**src/rtl/prime_candidate_builder.sv**
```systemverilog
// Packs the 16-bit PRNG stream into an odd, top-heavy WORDSIZE-bit prime candidate and offers it via valid/ready.
// Optional small-prime sieve (3, 5, 17) is built when SMALL_PRIME_SIEVE_EN is defined.
module prime_candidate_builder #(
   parameter int WORDSIZE = 256
) (
   input  logic                clk,
   input  logic                reset,
   input  logic                flush,
   input  logic                enable,
   input  logic [15:0]         rand_in,
   input  logic                rand_valid,
   output logic [WORDSIZE-1:0] candidate,
   output logic                cand_valid,
   input  logic                cand_ready,
   output logic [31:0]         cand_count,
   output logic [31:0]         reject_count
);

   localparam int NWORDS = WORDSIZE / 16;
   localparam int IDX_W  = (NWORDS > 1) ? $clog2(NWORDS) : 1;

   typedef enum logic [1:0] {FILL, CHECK, OFFER} state_t;

   state_t           state;
   logic [IDX_W-1:0] idx;
   logic             capture;
   logic             last_word;
   logic [15:0]      forced_word;
   logic             sieve_reject;

   // Bit 0 makes the candidate odd; the top two bits keep p*q at full width.
   function automatic logic [15:0] force_bits(input logic [15:0] w, input logic first,
                                              input logic last);
      return w | {last, last, 13'b0, first};
   endfunction

   assign capture     = (state == FILL) && rand_valid && enable;
   assign last_word   = (idx == IDX_W'(NWORDS - 1));
   assign forced_word = force_bits(rand_in, idx == '0, last_word);

`ifdef SMALL_PRIME_SIEVE_EN
   logic [7:0]  residue;
   logic [31:0] reject_q;

   // 2^16 == 1 (mod 255), so summing bytes with end-around carry tracks candidate mod 255.
   function automatic logic [7:0] fold255(input logic [7:0] r, input logic [15:0] w);
      logic [9:0] s;
      logic [8:0] t;
      logic [7:0] u;
      s = 10'(r) + 10'(w[15:8]) + 10'(w[7:0]);
      t = 9'(s[7:0]) + 9'(s[9:8]);
      u = t[7:0] + 8'(t[8]);
      return (u == 8'hFF) ? 8'h00 : u;
   endfunction

   function automatic logic small_factor(input logic [7:0] r);
      return ((r % 8'd3) == 8'd0) || ((r % 8'd5) == 8'd0) || ((r % 8'd17) == 8'd0);
   endfunction

   assign sieve_reject = small_factor(residue);
   assign reject_count = reject_q;
`else
   assign sieve_reject = 1'b0;
   assign reject_count = '0;
`endif

   always_ff @(posedge clk or negedge reset) begin
      if (!reset) begin
         state      <= FILL;
         idx        <= '0;
         candidate  <= '0;
         cand_valid <= 1'b0;
         cand_count <= '0;
`ifdef SMALL_PRIME_SIEVE_EN
         residue    <= '0;
         reject_q   <= '0;
`endif
      end else if (flush) begin
         // Stale candidate bits are left in place; cand_valid=0 hides them.
         state      <= FILL;
         idx        <= '0;
         cand_valid <= 1'b0;
`ifdef SMALL_PRIME_SIEVE_EN
         residue    <= '0;
`endif
      end else begin
         case (state)
            FILL: begin
               if (capture) begin
                  candidate[{idx, 4'b0000} +: 16] <= forced_word;
`ifdef SMALL_PRIME_SIEVE_EN
                  residue <= fold255(residue, forced_word);
`endif
                  if (last_word) begin
                     idx   <= '0;
                     state <= CHECK;
                  end else begin
                     idx <= idx + 1'b1;
                  end
               end
            end
            CHECK: begin
               if (sieve_reject) begin
                  state <= FILL;
`ifdef SMALL_PRIME_SIEVE_EN
                  residue  <= '0;
                  reject_q <= reject_q + 32'd1;
`endif
               end else begin
                  state      <= OFFER;
                  cand_valid <= 1'b1;
               end
            end
            OFFER: begin
               if (cand_ready) begin
                  state      <= FILL;
                  idx        <= '0;
                  cand_valid <= 1'b0;
                  cand_count <= cand_count + 32'd1;
`ifdef SMALL_PRIME_SIEVE_EN
                  residue    <= '0;
`endif
               end
            end
            default: state <= FILL;
         endcase
      end
   end

endmodule

```
**config.mk**
```make
export PLATFORM = sky130hd
export DESIGN_NAME = prime_candidate_builder
export DESIGN_NICKNAME = d
export VERILOG_FILES = /design/src/rtl/prime_candidate_builder.sv
export SDC_FILE = /design/constraint.sdc
export NUM_CORES = 1
export LEC_CHECK = 0
export ABC_AREA = 1
export BUFFER_PORTS_ARGS = -buffer_cell sky130_fd_sc_hd__buf_2
export CORE_MARGIN = 1.5
export CORE_UTILIZATION = 50
export DETAILED_ROUTE_END_ITERATION = 8
export GPL_TIMING_DRIVEN = 0
export MAX_ROUTING_LAYER = met4
export PLACE_DENSITY_LB_ADDON = 0.1
export SETUP_SLACK_MARGIN = 0.15
export SLEW_MARGIN = 20
export SYNTH_ARGS = -nofsm -noshare
export SYNTH_HDL_FRONTEND = slang
export SYNTH_SLANG_ARGS = --single-unit
```
**constraint.sdc**
```tcl
create_clock -name clk -period 3.11 [get_ports clk]
set_input_delay 0.7775 -clock clk [delete_from_list [all_inputs] [get_ports clk]]
set_output_delay 0.7775 -clock clk [all_outputs]
set_load 0.01 [all_outputs]
```
Word-level counts from Yosys, hierarchy flattened
Index checks and enable logic that the tools add are counted.
{"block": "totals", "register_bits": 295, "input_bits": 22, "word_cells": 43}
{"block": "op_classes", "addsub": 3, "n_eq_ne": 6, "shift": 2, "n_mux": 14, "bitwise_logic": 2, "n_reduce_logical": 11}
{"cell": "bitwise mux 256 bit", "n": 1}
{"cell": "variable shift 16 x 10 -> 256 bit, first input constant", "n": 1}
{"cell": "indexed part select 16 x 10 -> 256 bit", "n": 1}
{"cell": "adder 32 x 1 -> 32 bit, second input constant", "n": 1}
{"cell": "2-to-1 mux 4 bit", "n": 4}
{"cell": "OR 16 bit", "n": 1}
{"cell": "AND reduction 3 bit", "n": 4}
{"cell": "negation 8 -> 10 bit", "n": 1}
{"cell": "!= test 3 bit, second input constant", "n": 3}
{"cell": "2-to-1 mux 2 bit", "n": 4}
{"cell": "one-hot mux 4 bit (2 select lines)", "n": 1}
{"cell": "one-hot mux 2 bit (3 select lines)", "n": 1}
{"cell": "nonzero test 3 bit", "n": 2}
{"cell": "adder 4 x 1 -> 4 bit, second input constant", "n": 1}
{"cell": "equality test 4 bit, second input constant", "n": 1}
{"cell": "logical NOT 4 bit", "n": 1}
{"cell": "equality test 2 x 1 -> 1 bit, second input constant", "n": 1}
{"cell": "equality test 2 bit, second input constant", "n": 1}
{"cell": "logical AND 1 bit", "n": 2}
{"cell": "logical NOT 2 bit", "n": 1}
{"cell": "2-to-1 mux 1 bit", "n": 2}
{"cell": "one-hot mux 1 bit (2 select lines)", "n": 1}
{"cell": "AND reduction 2 bit", "n": 1}
{"cell": "NOT 1 bit", "n": 1}

Depth between registers and ports, before layout
{"block": "logic_depth", "ltp_word": 6, "depth_mapped": 13, "ltp_nobuf": 11}

Least setup slack after synthesis
No wires, ideal clock.
{"block": "synth_path", "kind": "reg-to-reg", "startpoint": "register idx[0]", "endpoint": "register candidate[198]", "setup_ns": 0.117, "t_arrival_ns": 2.063, "required_time_ns": 2.993, "setup_slack_ns": 0.930, "path_stages_with_launch": 12, "path_buffers": 3, "synth_period_minus_slack_ns": 2.180, "path_cell_list": "dfrtp_1 > inv_2 > clkbuf_1 > ha_1 > buf_2 > nor2_4 > nand2_2 > nor2_8 > inv_2 > buf_2 > nand2_1 > nand2_1"}
{"block": "synth_between", "elab_chain_cells": 4}
{"item": "start: declaration", "line_no": "25", "source": "logic [IDX_W-1:0] idx;"}
{"item": "start signal: assignment", "line_no": "98", "source": "idx <= idx + 1'b1;"}
{"item": "branches (longest 3 deep; another with negation 8 -> 10 bit)"}
{"item": "bitwise mux 256 bit *", "line_no": "90", "source": "candidate[{idx, 4'b0000} +: 16] <= forced_word;"}
{"item": "end signal: indexed assignment", "line_no": "90"}
{"item": "end: declaration", "line_no": "12", "source": "output logic [WORDSIZE-1:0] candidate,"}
Mark *: on every way between the ends.
A chain may end at the register's enable or synchronous reset.

Final worst setup path
{"block": "layout_path", "startpoint": "register idx[0]", "endpoint": "register candidate[93]"}
Same word-level chain as after synthesis.

==> metrics.cfg <==
[placed_design]
io_buffers = 297
place_congestion = 0.862
place_ws_ps = 304
dp_hpwl_um = 26700

[setup_path]
crit_chain = inv_2, clkbuf_2, ha_1, buf_2, clkinv_1, buf_2, nor3_1, nand2_1, o21ai_0
cp.required_ps = 3580
worst-setup-path-type = flop to flop
crit_buf_inv = 5
r2r-end = candidate[93]$_DFFE_PN0P_
cp-end-kind = flop
worst_r2r_startpoint = idx[0]$_DFFE_PN0P_
reg2reg_depth = 9
worst-r2r-setup-slack_ps = 360
worstPathMaxFanout = 10
worstPathArrival_ps = 3220
slowest_delay_ps = 510
worst_setup_path_start_kind = flop
slowest_stage = dfrtp_1
cp_common_cell = buf_2
crit_family = buffers and inverters

[floorplan]
dieArea_sq_um = 26300
core_sq_um = 25000
start_util = 0.507
die_w_um = 162
die_y_um = 162
io_pins = 343
rows = 58

[final_layout]
syn2layout_area_growth_pct = 25.0
drive_gt1_frac = 0.247
regArea_sq_um = 7380
multi_input_area_sq_um = 4590
final_nets = 1876
fillCellCount = 2227

[grt]
overflow = 0
grt_pass1_wl_um = 57300
antenna_found_initial = 2
met3_usage = 0.0498
grt_max_degree = 100
busiest_layer = met2
first_global_vias = 10420
use_met1 = 0.400
grt_use_total = 0.288
met2_usage = 0.429

[drt]
drt-total-wl_um = 37100
drtIter0Drc = 799
first_pass_iters = 5
viasPerCell = 5.01
route.vias.total = 11047
ant_nets = 0
wl_per_cell_um = 16.8
drc = 0

[clock_tree]
cts_tree = done
htreeDepth = 1
cts.sinks = 295
clk_latency_ps = 560
cts_root_buf = clkbuf_16
cts_buffers = 31
cts-hold-fix-buffers = 0
clk_pin_slew_ps = 60
cts_buffer_depth = 3

[sta]
slew_viol_final = 0
slew_headroom = 0.280
fin_worst_skew_ps = 14.2
finalHoldViolations = 0
setup_slack_ps = 360
fin_crit_sh = 0.884
tns_ps = 0
fmax_mhz = 364
finalSetupViolCount = 0
whs_ps = 94.9
rsz0062_at_grt = no
period_needed_ps = 2750
worstMarginPinSlew_ps = 1080

[synth]
synthesis.area_sq_um = 12700
seq_area_frac_synth = 0.582
ys_seq_elements = 295
yosysWarningCount = 0
yosys.cell_types.count = 33
synth_cells = 1485
syn_area_per_cell_sq_um = 8.55

[outcome]
status = finished clean

[power_and_ir_drop]
leakagePower_nw = 9.26
vdd_drop_max_mv = 0.397
p_per_area_nw_per_um2 = 595

[job]
maxCapViolations = 0

[worst_hold_path]
hold_path.class = primary input to async pin

==> synth_stat cells <==
library cell | number | area share
buf_4 | 34 | 0.020
nor2_2 | 4 | 0.0020
inv_2 | 15 | 0.0044
buf_2 | 26 | 0.010
o21ai_0 | 83 | 0.033
xor2_1 | 10 | 0.0069
dfrtp_1 | 295 | 0.58
nand2_2 | 6 | 0.0030
nand4_1 | 21 | 0.010
a21oi_1 | 1 | 0.00039
nor2_4 | 5 | 0.0044
o21ai_1 | 20 | 0.0079
nor2_1 | 46 | 0.014
clkinv_1 | 1 | 0.00030
conb_1 | 1 | 0.00030
nor2_8 | 3 | 0.0047
nor3_1 | 30 | 0.012
nand4_4 | 1 | 0.0017
nand2_4 | 1 | 0.00089
buf_6 | 2 | 0.0018
nand2_8 | 1 | 0.0016
nand3b_1 | 1 | 0.00059
ha_1 | 5 | 0.0049
nor3_2 | 1 | 0.00079
nand3_2 | 2 | 0.0016
xnor2_1 | 12 | 0.0083
nor4_1 | 2 | 0.00099
inv_4 | 1 | 0.00049
clkbuf_1 | 40 | 0.012
inv_1 | 65 | 0.019
nand2_1 | 663 | 0.20
o21bai_1 | 1 | 0.00059
nand3_1 | 86 | 0.034
==> how the worst max path moves through the flow <==
stage / from / endpoint / slack [ps] / cells past startpoint
after floorplan: idx[0]$_DFFE_PN0P_ / candidate[198]$_DFFE_PN0P_ / 930 / 11
after global placement: reset / cand_count[29]$_DFFE_PN0P_ / -4240 / 1
after detailed placement: idx[0]$_DFFE_PN0P_ / candidate[220]$_DFFE_PN0P_ / 300 / 9
after CTS: idx[0]$_DFFE_PN0P_ / candidate[220]$_DFFE_PN0P_ / 280 / 9
after global routing: idx[0]$_DFFE_PN0P_ / candidate[222]$_DFFE_PN0P_ / 160 / 9
final: idx[0]$_DFFE_PN0P_ / candidate[93]$_DFFE_PN0P_ / 360 / 9
==> worst reg2reg max path: cells and delay by family, from the launching register on <==
kind	cells	cell delay [ps]
buf+inv	5	1120
fa+ha+maj	1	320
compound gates	1	200
simple gates	2	520
flops	1	510
==> per-layer routing <==
layer / share of wire / up-vias
met4: 0.034 / 0
met5: 0 / -
met3: 0.068 / 79
met1: 0.45 / 5266
li1: - / 5315
met2: 0.45 / 387
==> registers in the layout, indices dropped and copies added, names as in the netlist <==
register,flops
cand_count,32
state,2
cand_valid,1
idx,4
candidate,256
==> what timing repair did <==
action | in CTS | in global routing
setup endpoints to repair | 0 | 39
gates resized for setup | 0 | 9
setup buffers | 0 | 0
==> area by class of cell <==
cell class	count	share of cell area
Antenna cell	2	0.000315
Buffer	102	0.0352
Clock buffer	43	0.0568
Clock inverter	13	0.00789
Inverter	82	0.0196
Multi-Input combinational cell	1037	0.289
Sequential cell	295	0.465
Tap cell	330	0.0260
Timing Repair Buffer	300	0.0995
==> where the power goes <==
| group | internal [mW] | switching [mW] | leakage, nW |
|---|---|---|---|
| Clock | 2.18 | 1.53 | 0.512 |
| Combinational | 0.449 | 0.984 | 4.67 |
| Sequential | 4.13 | 0.171 | 4.08 |
| Total | 6.75 | 2.69 | 9.26 |
==> metrics by stage <==
| step | power, mW | cells | util | area [sq um] |
|---|---|---|---|---|
| finish | 9.44 | 2204 | 0.634 | 15900 |
| global route | 9.81 | 2204 | 0.634 | 15900 |
| CTS | 9.47 | 2202 | 0.632 | 15800 |
| detailed placement | 5.78 | 2146 | 0.591 | 14800 |
| global placement | 5.74 | 2143 | 0.587 | 14700 |
| floorplan | 5.10 | 1516 | - | 12800 |
==> layout by cell type, fill, tap and decap left out, types with 4 or more instances in the layout <==
cell type / instances
buf_4: 34
nand2_1: 663
o21ai_1: 20
nand3_1: 86
nor3_2: 8
nor2_4: 5
nand2_2: 6
nor2_2: 4
buf_2: 322
xnor2_1: 12
nand4_1: 21
xor2_1: 10
clkbuf_16: 31
clkbuf_1: 43
nor3_1: 23
conb_1: 32
dfrtp_1: 295
clkbuf_8: 8
inv_2: 15
inv_1: 65
nor2_1: 46
ha_1: 5
o21ai_0: 83
clkinv_2: 8
==> logic make-up (layout without fill, tap and decap cells) <==
group,count (synthesis),after routing,share of synthesized area
AO/OA/AOI/OAI,105,105,0.0416
buffers and inverters,184,540,0.0684
AND/OR/NAND/NOR,873,873,0.288
flip-flops,295,295,0.582
other,1,34,0.000295
XOR/XNOR,22,22,0.0152
adder cells (fa/ha/maj),5,5,0.00493
Power figures use the tool's default switching activity.
